`src/rtl/pixel_stream_demux2.sv`:
```
// pixel_stream_demux2
//
// Purpose: splits one valid/ready pixel stream into two lanes by pixel
// parity within a line. Even pixel indices go to lane 0 and odd indices to
// lane 1. Every line restarts on lane 0, whatever its length. Each lane
// has its own 2-entry first-word-fall-through FIFO. A stalled lane
// therefore only blocks the input once its FIFO is full and the next
// pixel targets it.
//
// Optional feature (macro DEMUX_CNT_EN): adds per-lane delivered-beat
// counters ch0_count / ch1_count. Each is CNT_W bits wide and wraps modulo
// 2^CNT_W.
//
// Ports:
//   clk                 sole clock, rising edge
//   rst                 synchronous active-high reset
//   in_data/valid/last  input pixel stream (last marks end of line)
//   in_ready            input beat accepted this cycle
//   chN_data/last       head entry of lane N FIFO (held when empty)
//   chN_valid           lane N FIFO non-empty
//   chN_ready           lane N consumer accepts
//   chN_count           beats popped from lane N (DEMUX_CNT_EN only)

module pixel_stream_demux2 #(
  parameter int DATA_W = 8,
  parameter int CNT_W  = 16
) (
  input  logic              clk,
  input  logic              rst,
  input  logic [DATA_W-1:0] in_data,
  input  logic              in_valid,
  input  logic              in_last,
  output logic              in_ready,
`ifdef DEMUX_CNT_EN
  output logic [CNT_W-1:0]  ch0_count,
  output logic [CNT_W-1:0]  ch1_count,
`endif
  output logic [DATA_W-1:0] ch0_data,
  output logic              ch0_valid,
  output logic              ch0_last,
  input  logic              ch0_ready,
  output logic [DATA_W-1:0] ch1_data,
  output logic              ch1_valid,
  output logic              ch1_last,
  input  logic              ch1_ready
);

  // Target lane for the next accepted beat
  logic r_sel;

  logic [DATA_W:0]   w_entry;
  logic              w_accept;
  logic [1:0]        w_full;
  logic [1:0]        w_valid;
  logic [1:0]        w_push;
  logic [1:0]        w_pop;
  logic [1:0]        w_out_ready;
  logic [1:0]        w_last;
  logic [DATA_W-1:0] w_data [2];
`ifdef DEMUX_CNT_EN
  logic [CNT_W-1:0]  w_count [2];
`endif

  assign w_entry     = {in_last, in_data};
  assign w_out_ready = {ch1_ready, ch0_ready};

  // Only the registered fullness of the target lane gates the input. A pop
  // in the same cycle does not open a slot, so ready never depends
  // combinationally on the consumers.
  assign in_ready = !rst && !w_full[r_sel];
  assign w_accept = in_valid && in_ready;

  always_ff @(posedge clk) begin
    if (rst) begin
      r_sel <= 1'b0;
    end else if (w_accept) begin
      r_sel <= in_last ? 1'b0 : ~r_sel;
    end
  end

  genvar gi;
  generate
    for (gi = 0; gi < 2; gi++) begin : g_lane
      // Head is what the consumer sees. Tail holds the second entry only.
      logic [DATA_W:0] r_head;
      logic [DATA_W:0] r_tail;
      logic [1:0]      r_cnt;

      assign w_push[gi]  = w_accept && (r_sel == (gi == 1));
      assign w_full[gi]  = (r_cnt == 2'd2);
      assign w_valid[gi] = !rst && (r_cnt != 2'd0);
      assign w_pop[gi]   = w_valid[gi] && w_out_ready[gi];
      assign w_data[gi]  = r_head[DATA_W-1:0];
      assign w_last[gi]  = r_head[DATA_W];

      always_ff @(posedge clk) begin
        if (rst) begin
          r_head <= '0;
          r_tail <= '0;
          r_cnt  <= 2'd0;
        end else begin
          case ({w_push[gi], w_pop[gi]})
            2'b10: begin
              if (r_cnt == 2'd0) begin
                r_head <= w_entry;
                r_cnt  <= 2'd1;
              end else begin
                r_tail <= w_entry;
                r_cnt  <= 2'd2;
              end
            end
            2'b01: begin
              if (r_cnt == 2'd2) begin
                r_head <= r_tail;
                r_cnt  <= 2'd1;
              end else begin
                // Head keeps its value so the data outputs hold when empty
                r_cnt  <= 2'd0;
              end
            end
            2'b11: begin
              // A push needs count<2 and a pop needs count>0, so count is
              // 1 here. The pushed entry replaces the departing head.
              r_head <= w_entry;
            end
            default: begin
            end
          endcase
        end
      end

`ifdef DEMUX_CNT_EN
      logic [CNT_W-1:0] r_count;

      always_ff @(posedge clk) begin
        if (rst) begin
          r_count <= '0;
        end else if (w_pop[gi]) begin
          r_count <= r_count + CNT_W'(1);
        end
      end

      assign w_count[gi] = r_count;
`endif
    end
  endgenerate

  assign ch0_data  = w_data[0];
  assign ch0_last  = w_last[0];
  assign ch0_valid = w_valid[0];
  assign ch1_data  = w_data[1];
  assign ch1_last  = w_last[1];
  assign ch1_valid = w_valid[1];

`ifdef DEMUX_CNT_EN
  assign ch0_count = w_count[0];
  assign ch1_count = w_count[1];
`endif

endmodule

```
`config.mk`:
```
export PLATFORM = sky130hd
export DESIGN_NAME = pixel_stream_demux2
export DESIGN_NICKNAME = d
export VERILOG_FILES = /design/src/rtl/pixel_stream_demux2.sv
export SDC_FILE = /design/constraint.sdc
export NUM_CORES = 1
export LEC_CHECK = 0
export ABC_CLOCK_PERIOD_IN_PS = 6950
export BUFFER_PORTS_ARGS = -buffer_cell sky130_fd_sc_hd__buf_2
export CELL_PAD_IN_SITES_DETAIL_PLACEMENT = 2
export CELL_PAD_IN_SITES_GLOBAL_PLACEMENT = 2
export CORE_UTILIZATION = 37
export DETAILED_ROUTE_END_ITERATION = 16
export GPL_ROUTABILITY_DRIVEN = 1
export PLACE_DENSITY = 0.95
export SLEW_MARGIN = 5
export SYNTH_ARGS = -nofsm -noshare
export SYNTH_HDL_FRONTEND = slang
export SYNTH_SLANG_ARGS = --single-unit
```
`constraint.sdc`:
```
create_clock -name clk -period 6.95 [get_ports clk]
set_clock_uncertainty 0.05 [all_clocks]
set_input_delay 0 -clock clk [delete_from_list [all_inputs] [get_ports clk]]
set_output_delay 0 -clock clk [all_outputs]
set_load 0.005 [all_outputs]
```
Yosys cells after proc, flatten, opt, wreduce, memory -nomap -nowiden
Cells that the tools add are included.
{"block": "word_totals", "out_inout_bits": 21, "word_cells": 60, "regBits": 41, "input_bits": 14}
{"block": "classes", "n_eq_ne": 12, "bitwise_logic": 3, "reduce_logical": 22, "order_cmp": 1, "mux": 15}
{"op": "9-bit one-hot mux with 3 select lines", "n": 2}
{"op": "9-bit 2-to-1 mux", "n": 4}
{"op": "2-bit equality test (second input constant)", "n": 6}
{"op": "1-bit logical AND", "n": 8}
{"op": "2-bit inequality test (second input constant)", "n": 4}
{"op": "2-bit one-hot mux with 2 select lines", "n": 2}
{"op": "2-bit nonzero test", "n": 4}
{"op": "3-bit AND reduction", "n": 2}
{"op": "3-bit nonzero test", "n": 2}
{"op": "1-bit 2-to-1 mux", "n": 5}
{"op": "2-bit by 1-bit equality test with 1-bit output (second input constant)", "n": 2}
{"op": "2-bit logical NOT", "n": 2}
{"op": "2-bit 2-to-1 mux", "n": 2}
{"op": "2-bit AND reduction", "n": 2}
{"op": "1-bit NOT", "n": 3}
{"op": "1-bit logical NOT", "n": 2}
{"op": "1-bit by 2-bit less-than comparator with 1-bit output (second input constant)", "n": 1}

Depth between registers and ports, before layout
Gate-level depths: netlist of run 1.
{"block": "depth", "depth_word": 10, "depth_mapped": 11}

Worst setup path before layout of run 1
Ideal clock, no wire load.
{"block": "synth_timing", "kind": "register -> register", "from": "register g_lane[0].r_cnt[0]", "to": "register g_lane[0].r_head[8]", "setup_ns": 0.122, "path_stages_with_launch": 10, "n_path_buf": 1, "slack_ns": 4.726, "arrival_time_ns": 2.053, "path_cell_list": "dfxtp_1 nor2b_1 nor2_1 nand4b_1 ha_1 or3b_1 a21oi_4 buf_6 o21ai_0 o311a_1"}
{"block": "synth_via", "elab_chain_len": 10, "elab_cells_between_ends": 19, "classes_between": "6 x eq/ne; 3 x mux; 10 x reduce/logical"}
{"element": "start: declaration", "line_no": "87", "source": "logic [1:0] r_cnt;"}
{"element": "start signal: assignment", "line_no": "100", "source": "r_cnt <= 2'd0;"}
{"element": "start signal: assignment", "line_no": "106", "source": "r_cnt <= 2'd1;"}
{"element": "start signal: assignment", "line_no": "109", "source": "r_cnt <= 2'd2;"}
{"element": "2-bit equality test", "line_no": "90, 113"}
{"element": "1-bit 2-to-1 mux (not written as such) (2 in a row)", "line_no": "70", "source": "assign in_ready = !rst && !w_full[r_sel];"}
{"element": "1-bit logical NOT", "line_no": "70"}
{"element": "1-bit logical AND", "line_no": "70"}
{"element": "1-bit logical AND", "line_no": "71", "source": "assign w_accept = in_valid && in_ready;"}
{"element": "1-bit logical AND", "line_no": "89", "source": "assign w_push[gi] = w_accept && (r_sel == (gi == 1));"}
{"element": "2-bit equality test or 2-bit by 1-bit equality test with 1-bit output (tied branches)", "line_no": "102", "source": "case ({w_push[gi], w_pop[gi]})"}
{"element": "2-bit inequality test (no line) or 3-bit nonzero test (tied branches)"}
{"element": "3-bit AND reduction (no line)"}
{"element": "end signal: assignment", "line_no": "105", "source": "r_head <= w_entry;"}
{"element": "end signal: assignment", "line_no": "114", "source": "r_head <= r_tail;"}
{"element": "end signal: assignment", "line_no": "124", "source": "r_head <= w_entry;"}
{"element": "end: declaration", "line_no": "85", "source": "logic [DATA_W:0] r_head;"}
Several ways; a longest one is shown, not always the timed one. The select of a mux whose other input is x is not followed.
A chain may end at the register's enable or synchronous reset.

Final worst setup path of run 1
{"block": "layout_timing", "from": "input port rst", "to": "register g_lane[0].r_head[5]"}
{"block": "layout_via", "elab_chain_len": 7, "elab_cells_between_ends": 14, "classes_between": "5 x eq/ne; 1 x mux; 8 x reduce/logical"}
{"element": "start: declaration", "line_no": "29", "source": "input logic rst,"}
{"element": "1-bit logical NOT", "line_no": "70, 91"}
{"element": "1-bit logical AND", "line_no": "70"}
{"element": "1-bit logical AND", "line_no": "71"}
{"element": "1-bit logical AND", "line_no": "89"}
{"element": "2-bit equality test or 2-bit by 1-bit equality test with 1-bit output (tied branches)", "line_no": "102"}
{"element": "2-bit inequality test (no line) or 3-bit nonzero test (tied branches)"}
{"element": "3-bit AND reduction (no line)"}
Several ways; a longest one is shown, not always the timed one.

==> results of run 1 <==
## layout make-up
class                           instances  area, sq um
Clock buffer                            6         72.6
Tap cell                               70         87.6
Sequential cell                        41          821
Multi-Input combinational cell        148         1120
Clock inverter                          2         38.8
Inverter                                7         26.3
Timing Repair Buffer                   45          275
Fill cell                             585         2800
## how the worst max path moves through the flow
stage,start,slack (ps),end,depth (start not counted)
2_1_floorplan,g_lane[0].r_cnt[0],4730,g_lane[0].r_head[8],9
3_3_place_gp,rst,3920,g_lane[1].r_head[7],8
3_5_place_dp,rst,3670,g_lane[0].r_head[1],8
4_1_cts,rst,3920,g_lane[0].r_head[5],8
5_1_grt,rst,3650,g_lane[0].r_head[5],8
6_report,rst,3920,g_lane[0].r_head[5],8
## where the power goes
| part | internal (mW) | total [mW] | leakage [nW] | switching, mW |
|---|---|---|---|---|
| Clock | 0.108 | 0.198 | 0.0554 | 0.0898 |
| Combinational | 0.0327 | 0.0704 | 0.791 | 0.0377 |
| Sequential | 0.246 | 0.254 | 0.333 | 0.00870 |
## worst reg2reg max path, cell delays in order (launching register included)
cell and delay, ps:
sky130_fd_sc_hd__dfxtp_1 520, sky130_fd_sc_hd__nor2b_1 120, sky130_fd_sc_hd__nor2_1 200, sky130_fd_sc_hd__nand4b_1 230
sky130_fd_sc_hd__inv_1 150, sky130_fd_sc_hd__ha_1 280, sky130_fd_sc_hd__or3b_1 420, sky130_fd_sc_hd__a21oi_4 380
sky130_fd_sc_hd__o21ai_0 180, sky130_fd_sc_hd__o311a_1 190
## sequential cells by signal (all words and copies together), names as in the netlist
register / count
g_lane.r_cnt: 4
g_lane.r_head: 18
r_sel: 1
g_lane.r_tail: 18
## per-stage QoR
stage / setup WS (ps) / hold slack (ps) / utilization (%) / area (sq um)
2_1_floorplan: 4730 / 93.9 / - / 2060
3_3_place_gp: 3920 / 248 / 42.8 / 2240
3_5_place_dp: 3670 / 257 / 42.8 / 2240
4_1_cts: 3920 / 19.8 / 46.6 / 2440
5_1_grt: 3650 / 32.4 / 46.6 / 2440
6_report: 3920 / 18.0 / 46.6 / 2440
## logic make-up (layout without fill, tap and decap cells)
kind of cell / Yosys count / in the layout / share of synthesized area (%)
and+or+nand+nor: 61 / 61 / 17.2
AOI/OAI and AO/OA: 43 / 43 / 15.1
DFF: 41 / 41 / 39.8
muxes: 36 / 36 / 17.5
buffers and inverters: 22 / 60 / 5.89
adders and majority gates: 6 / 6 / 3.64
xor gates and xnor gates: 2 / 2 / 0.850
## Yosys cell counts (2+ instances only)
master and number:
sky130_fd_sc_hd__or2_2 2, sky130_fd_sc_hd__buf_6 3, sky130_fd_sc_hd__nand2b_1 2, sky130_fd_sc_hd__xor2_1 2, sky130_fd_sc_hd__o311a_1 14, sky130_fd_sc_hd__nand3b_1 2
sky130_fd_sc_hd__nor3_1 4, sky130_fd_sc_hd__and4_1 2, sky130_fd_sc_hd__mux2i_1 35, sky130_fd_sc_hd__nor2b_1 2, sky130_fd_sc_hd__dfxtp_1 41, sky130_fd_sc_hd__or3_1 2
sky130_fd_sc_hd__ha_1 6, sky130_fd_sc_hd__buf_1 2, sky130_fd_sc_hd__clkbuf_1 3, sky130_fd_sc_hd__nand2_1 3, sky130_fd_sc_hd__buf_4 3, sky130_fd_sc_hd__buf_2 4
sky130_fd_sc_hd__o21ai_0 18, sky130_fd_sc_hd__a21oi_1 6, sky130_fd_sc_hd__a211oi_1 2, sky130_fd_sc_hd__inv_1 6, sky130_fd_sc_hd__nor2_1 29
## timing repair
| action | 4_1_cts | 5_1_grt |
|---|---|---|
| hold buffers | 9 | 0 |
| gates resized for setup | 0 | 0 |
| endpoints found under the hold margin | 16 | 0 |
## routing by layer
metal / global-route usage (%) / vias to the layer above / wire (um)
met5: 0 / - / 0
met4: 4.62 / 0 / 51
met3: 4.05 / 5 / 157
met2: 42.2 / 33 / 3230
met1: 24.8 / 844 / 2630
li1: - / 837 / -
==> results.txt, run 1 <==
- Share of cells above drive strength 1: 21.3%
* Number of violations of the max-capacitance limit: 0
* Buffers inserted by post-CTS timing repair: 0
* Area grow syn2layout: 18.4%
- Crit path largest cell delay: 750 ps
- Number of failing hold endpoints at the final stage: 0
* Max H-tree Level: 2
- On the critical path, the stage with the largest delay is an instance of sky130_fd_sc_hd__nor4b_4.
- For this run, the top clock speed supported by timing is 0.330 GHz.
* Dpl cells: 302
- Port buffering added 34 buffers.
* Pin count of the biggest net entering global routing: 33
- Synthesis produced a netlist with a net count of between 200 and 250.
* Clk slew on worst S/H paths: 90 ps
* Most used flip-flop cell after synthesis: sky130_fd_sc_hd__dfxtp_1
- For this run, design rule violations remaining after detail routing come to 0.
- Leaving out fill and tap cells, the most frequent cell in the layout is sky130_fd_sc_hd__dfxtp_1.
- CTS root buffer: sky130_fd_sc_hd__clkbuf_8
* # IOs: 35
- Biggest area contributors in the synthesized netlist: sky130_fd_sc_hd__dfxtp_1 40%, sky130_fd_sc_hd__mux2i_1 17%, sky130_fd_sc_hd__o311a_1 6.8%
- End of the worst register-to-register path: g_lane[0].r_head[5]
- The synthesized design devotes to its leading area cell type 39.8% of total area.
- Post-synth ARST share: 0%
* Design Power: 0.523 mW
- Worst setup path category: input port to flip-flop
* DIE HEIGHT: 76.7 um
- Once detail routing completed, the nets flagged for antenna violations numbered 0.
* Clk sink count: 41
- The congestion estimate from routability-driven global placement came to 0.706.
* Count of routing violations after the opening detailed-route iteration: 39
- Measured in cells, the most critical reg-to-reg path has a length of 9.
- The count of cells in the finished layout, fillers not included, comes to about 320.
- Clock latency of the later-clocked register in the worst-skew pair: 300 ps
* Total global routing track utilization: 21.9%
- The die covers 0.00588 sq mm.
- Fin crit period: 3030 ps
- The worst hold path terminates at g_lane[0].r_tail[1].
* Count of yosys warnings during synthesis: 0
- Ratio of final minimum period to clock period: 43.6%
- Overall overflow remaining after global route: 0
- VDD sags by at most 0.120 mV.
- Initial core utilization: 39.4%
- Setup repair after global routing left no endpoint under its margin.
- Of all cell types, the one taking the most synthesized area is sky130_fd_sc_hd__dfxtp_1.
- Relative slew margins: 47.0%
- The flow ran to the end, and the final reports show no timing, DRC or antenna violations.
- At the pin with the least slew margin, the transition time is 791 ps.
- Min-Delay Path Class: input port to flip-flop
* Biggest fanout along the worst timing path: 32
* Summed instance area of the synthesized netlist: 0.00206 sq mm
- Setup violations remaining at the end of the flow were counted as 0.
- In this run the mean area of a mapped cell was 9.77 sq um.
- After detailed routing, the number of vias per cell comes to 5.39.
- PD cells: between 200 and 250 mW/mm^2
* Synthesized flop and latch total: just over 40
* Min-Delay Startpoint: in_data[1]
- Crit. End Element: flip-flop
* Horizontal die dimension: ~77 um
- For this design the static power due to leakage is 1.18 nW.
* Fin. max-slew vios: 0
* Row count: 26
- The number of clock buffers added by TritonCTS is 5.
- Std-Cell Core Area: 0.00524 sq mm
* Initial antenna violation count: 0
- The routed design has 6.06 mm of wire.
- Setup slack on the worst reg-to-reg path comes out at 4120 ps.
* DRT Pass-1 Iters: 4
- Leading cell types in the layout, fill and taps excluded: 41 x sky130_fd_sc_hd__dfxtp_1, 35 x sky130_fd_sc_hd__mux2i_1, 34 x sky130_fd_sc_hd__buf_2, 29 x sky130_fd_sc_hd__nor2_1, 18 x sky130_fd_sc_hd__o21ai_0
* Cell count of the worst hold path: 3
- Number of diodes: 0
* Half-perimeter wire length after detailed placement: between 3 and 4 mm
* Vias in the first global route: 1938
* Largest buffer count on any clock path: 2
* EDFF count, synth: 0
- TritonCTS built the clock tree.
- After detailed routing, the average wire length per cell comes to about 19 um.
* Arrival time worst endpoint: 3170 ps
- Counting both buffers and inverters, the worst setup path holds a total of 3.
- Critical path startpoint category: input port
* Setup Total Neg Slack: 0 ps
* Wire length of the first global-routing pass: 9.98 mm
- CP top delay family: buffers and inverters
- Number of vias in the routed layout: 1719
* Number of different library cells in the post-synthesis netlist: 41
- Critical path, cell by cell: buf_2, clkinv_1, nand4b_1, inv_1, ha_1, nor4b_4, o21ai_0, o311a_1
- Synthesis handed over a netlist of around 210 instances.
- Portion of the post-synthesis area used by sequential elements: 39.8%
- For this run, the post-layout net count is 268.
- Data on the critical path is required at its endpoint by just over 7000 ps.
* Crit Reg-Reg Startpoint: g_lane[0].r_cnt[0]
No activity file was read; power rests on OpenSTA's default activity.
==> run 2: changes to the inputs <==
- ABC_AREA: default -> 1
- ABC_CLOCK_PERIOD_IN_PS: 6950 -> 2700
- CORE_UTILIZATION: 37 -> 28
- PLACE_DENSITY: 0.95 -> 0.86
- clock period: 6.95 -> 2.7 ns (I/O delays scaled with it)
==> run 2 against run 1 <==
Compared with the run above: critical path depth increased by 4; final cell count increased by 30%; setup slack worse by 3400 ps; first-iteration DRC count grew 110%; synthesized area fell by 1.5%; core utilization down 11 points; register-to-register slack got worse by 3600 ps; critical path type is now flip-flop to flip-flop; critical endpoint is now g_lane[0].r_head[8].
==> results.txt, run 2 <==
- The final-layout setup total negative slack is 0 ps (unchanged).
- DRT Pass-1 Iters: 4 (unchanged)
- Per-instance average area after synthesis: 7.36 sq um (-25%)
- Timing would allow up to 0.459 GHz.
- The number of distinct library cells after synthesis came to 24 (-41%).
- The via count of the first global-routing pass is 2079 (+7.3%).
* Count of routing violations after the opening detailed-route iteration: 82 (+110%)
* Min-Delay Path Class: input port to flip-flop
- Wire length of the first global-routing pass: 9.88 mm (-1.0%)
* Pin count of the biggest net entering global routing: 38 (+15%)
* Die outline area: 0.00760 sq mm (+29%)
- Outcome: complete, no violations
- Cells after synthesis: 276 (+31%)
- Critical path startpoint category: flip-flop
* Worst setup path category: flip-flop to flip-flop
- Sum of buffers and inverters on the critical path: 2 (-1)
- The final net count came to 338 (+26%).
- Number of diodes: 0 (unchanged)
* Resize count post-CTS: 0 (unchanged)
* TritonCTS buffer count: 5 (unchanged)
- The signal on the critical path passes through inv_1, nand2_1, nor2_1, nor2_1, nand3_1, ha_1, inv_1, a21oi_2, nor2_4, nand3_1, nand2_1, nor2_1.
- The tree is rooted in a sky130_fd_sc_hd__clkbuf_8.
- The total half-perimeter wirelength after legalization and detailed placement came to 4.19 mm (+6.3%).
* Initial core utilization: 29.4% (-9.9 points)
* Synth cell count leaders: 59 x sky130_fd_sc_hd__nor2_1, 41 x sky130_fd_sc_hd__dfxtp_1, 40 x sky130_fd_sc_hd__nand2_1, 27 x sky130_fd_sc_hd__a21oi_1
- The total grt overflow came to 0 (unchanged).
- DIE HEIGHT: 87.2 um (+14%)
- Yosys top cell area share: 40.4% (+0.59 points)
- Buffers inserted by post-CTS timing repair: 0 (unchanged)
- Clk sink count: 41 (unchanged)
- The area growth from synthesis to layout is 20.3%.
- Initial antenna violation count: 0 (unchanged)
- The final-report hold violation count came to 0 (unchanged).
* Crit path largest cell delay: 370 ps (-380 ps)
- Largest registers: g_lane.r_head: 18 flops, g_lane.r_tail: 18 flops, g_lane.r_cnt: 4 flops
- Number of violations of the max-capacitance limit: 0 (unchanged)
- The worst vdd rail ir drop came to 0.169 mV (+41%).
* Biggest fanout along the worst timing path: 18 (-44%)
- The total power divided by cell area came to 565 mW/mm^2 (+160%).
- In the synthesized netlist the dominant register cell turns out to be sky130_fd_sc_hd__dfxtp_1.
* Unrepaired setup endpoints after global routing: no
- Yosys attributes the largest share of cell area to sky130_fd_sc_hd__dfxtp_1 40%, sky130_fd_sc_hd__nor2_1 11%, sky130_fd_sc_hd__nand2_1 7.4%.
* Cell with the most instances on the worst path: sky130_fd_sc_hd__nor2_1
- The clock latency of the later-clocked register in the worst-skew pair came to 300 ps (about the same).
- Hold WS: 241 ps (+223 ps)
- Among cell families on the critical path, the largest total delay comes from simple AND/OR/NAND/NOR gates.
- Static Leakage: 1.10 nW (-6.4%)
- The number of placed I/O pins was 35 (unchanged).
- Final Wtd Congestion: 0.757 (+7.2%)
* Total Wirelength: 5.84 mm (-3.6%)
- The data required time at the worst endpoint is 2850 ps (-4240 ps).
- The number of flip-flops and latches in the synthesized netlist is 41 (unchanged).
- The share of flip-flops with an asynchronous set or reset was 0% (unchanged).
- Horizontal die dimension: 87.2 um (+14%)
* EDFF count, synth: 0 (unchanged)
* Portion of the post-synthesis area used by sequential elements: 40.4% (+0.59 points)
- The worst hold path cell count was 5 (+2).
* Ratio of final minimum period to clock period: 80.8%
- The largest total area in the synthesized netlist belongs to sky130_fd_sc_hd__dfxtp_1.
- Relative slew margins: 67.9% (+21 points)
- The total routing resource utilization after global routing came to 16.9% (-5.0 points).
- Arrival time worst endpoint: 2330 ps (-840 ps)
- Worst-path cell with the longest stage delay: sky130_fd_sc_hd__dfxtp_1
* Path depth of the worst reg2reg path: 12 (+3)
- Fin. max-slew vios: 0 (unchanged)
* Vias/cell: 4.79 (-11%)
* Number of hold-repair buffers added at the cts stage: 11 (+2)
- In the layout the commonest cells are 59 x sky130_fd_sc_hd__nor2_1, 41 x sky130_fd_sc_hd__dfxtp_1, 40 x sky130_fd_sc_hd__nand2_1, 34 x sky130_fd_sc_hd__buf_2, 27 x sky130_fd_sc_hd__a21oi_1.
* Tightest Pin Transition: 482 ps (-310 ps)
- Commonest non-fill, non-tap cell in the layout: sky130_fd_sc_hd__nor2_1
* Most used standard cell by instance count after synthesis: sky130_fd_sc_hd__nor2_1
- The number of fill cells was 860 (+47%).
* Number of vias in the routed layout: 1984 (+15%)
* Crit. End Element: flip-flop
* Clk slew on worst S/H paths: 80 ps (about the same)
- Fin crit period: about 2200 ps
- The final antenna-violating net count was 0 (unchanged).
- The number of H-tree levels was 2 (unchanged).
- The total number of yosys warnings was 0 (unchanged).
- Post-Syn Nets: 296 (+28%)
- The critical path depth in cells was 12 (+4).
- The remaining design rule violation count was 0 (unchanged).
- Std-Cell Core Area: 0.00691 sq mm (+32%)
* Setup-violating endpoint count in the final report: 0 (unchanged)
- Largest buffer count on any clock path: 2 (unchanged)
* Share of cells above drive strength 1: 17.9% (-3.4 points)
- The routed wirelength normalized by instance count was 14.1 um (-26%).
- The count of standard-cell rows was 30 (+15%).
- The total of buffers placed on input and output ports was 34 (unchanged).
* Summed instance area of the synthesized netlist: 0.00203 sq mm (-1.5%)
- TritonCTS built the clock tree.
## run 2: path summary, 6_finish.rpt
| kind | start | to | slack, ps |
|---|---|---|---|
| max reg2reg | g_lane[0].r_cnt[0] | g_lane[0].r_head[8] | 520 |
| max | g_lane[0].r_cnt[0] | g_lane[0].r_head[8] | 520 |
| min reg2reg | g_lane[0].r_head[2] | g_lane[0].r_head[2] | 430 |
| min | ch0_ready | g_lane[0].r_head[6] | 240 |
## run 2: cell type report
class	instances	area (sq um)	share of cell area, %
Clock buffer	7	86.3	3.53
Inverter	20	75.1	3.07
Multi-Input combinational cell	203	1050	42.8
Sequential cell	41	821	33.6
Tap cell	96	120	4.91
Timing Repair Buffer	47	295	12.1
## run 2: layer usage
metal | wire length, um | track usage (%) | vias up | share of wire, %
li1 | - | - | 979 | -
met1 | 2580 | 20.1 | 960 | 44
met2 | 2950 | 30.1 | 35 | 50
met3 | 185 | 3.13 | 10 | 3.2
met4 | 130 | 6.41 | 0 | 2.2
met5 | 0 | 0 | - | 0
## run 2: power by group
part	internal (mW)	switching [mW]
combinational	0.109	0.173
sequential	0.652	0.0275
clock	0.203	0.217
total	0.964	0.418
## run 2: metrics by stage
stage	utilization [%]	area (sq um)	power (mW)	std cells	setup WS (ps)
floorplan	-	2030	0.876	276	840
global placement	32.6	2250	0.951	396	611
detailed placement	32.6	2250	0.967	396	504
CTS	35.4	2440	1.39	414	473
global route	35.4	2440	1.46	414	229
finish	35.4	2440	1.38	414	519
## run 2: worst reg2reg max path, delay by kind of cell (launching register included)
kind	cells	cell delay (ps)
simple gates	8	1100
fa+ha+maj	1	250
compound gates	1	70
buf+inv	2	240
flops	1	370
## run 2: cells by family (layout without fill, tap and decap cells)
group                      count (synthesis)  after routing  share of synthesized area (%)
DFF                                       41             41                           40.4
AOI/OAI and AO/OA                         66             66                           18.7
buffers and inverters                     32             74                           8.07
and+or+nand+nor                          131            131                           29.2
adders and majority gates                  6              6                           3.69
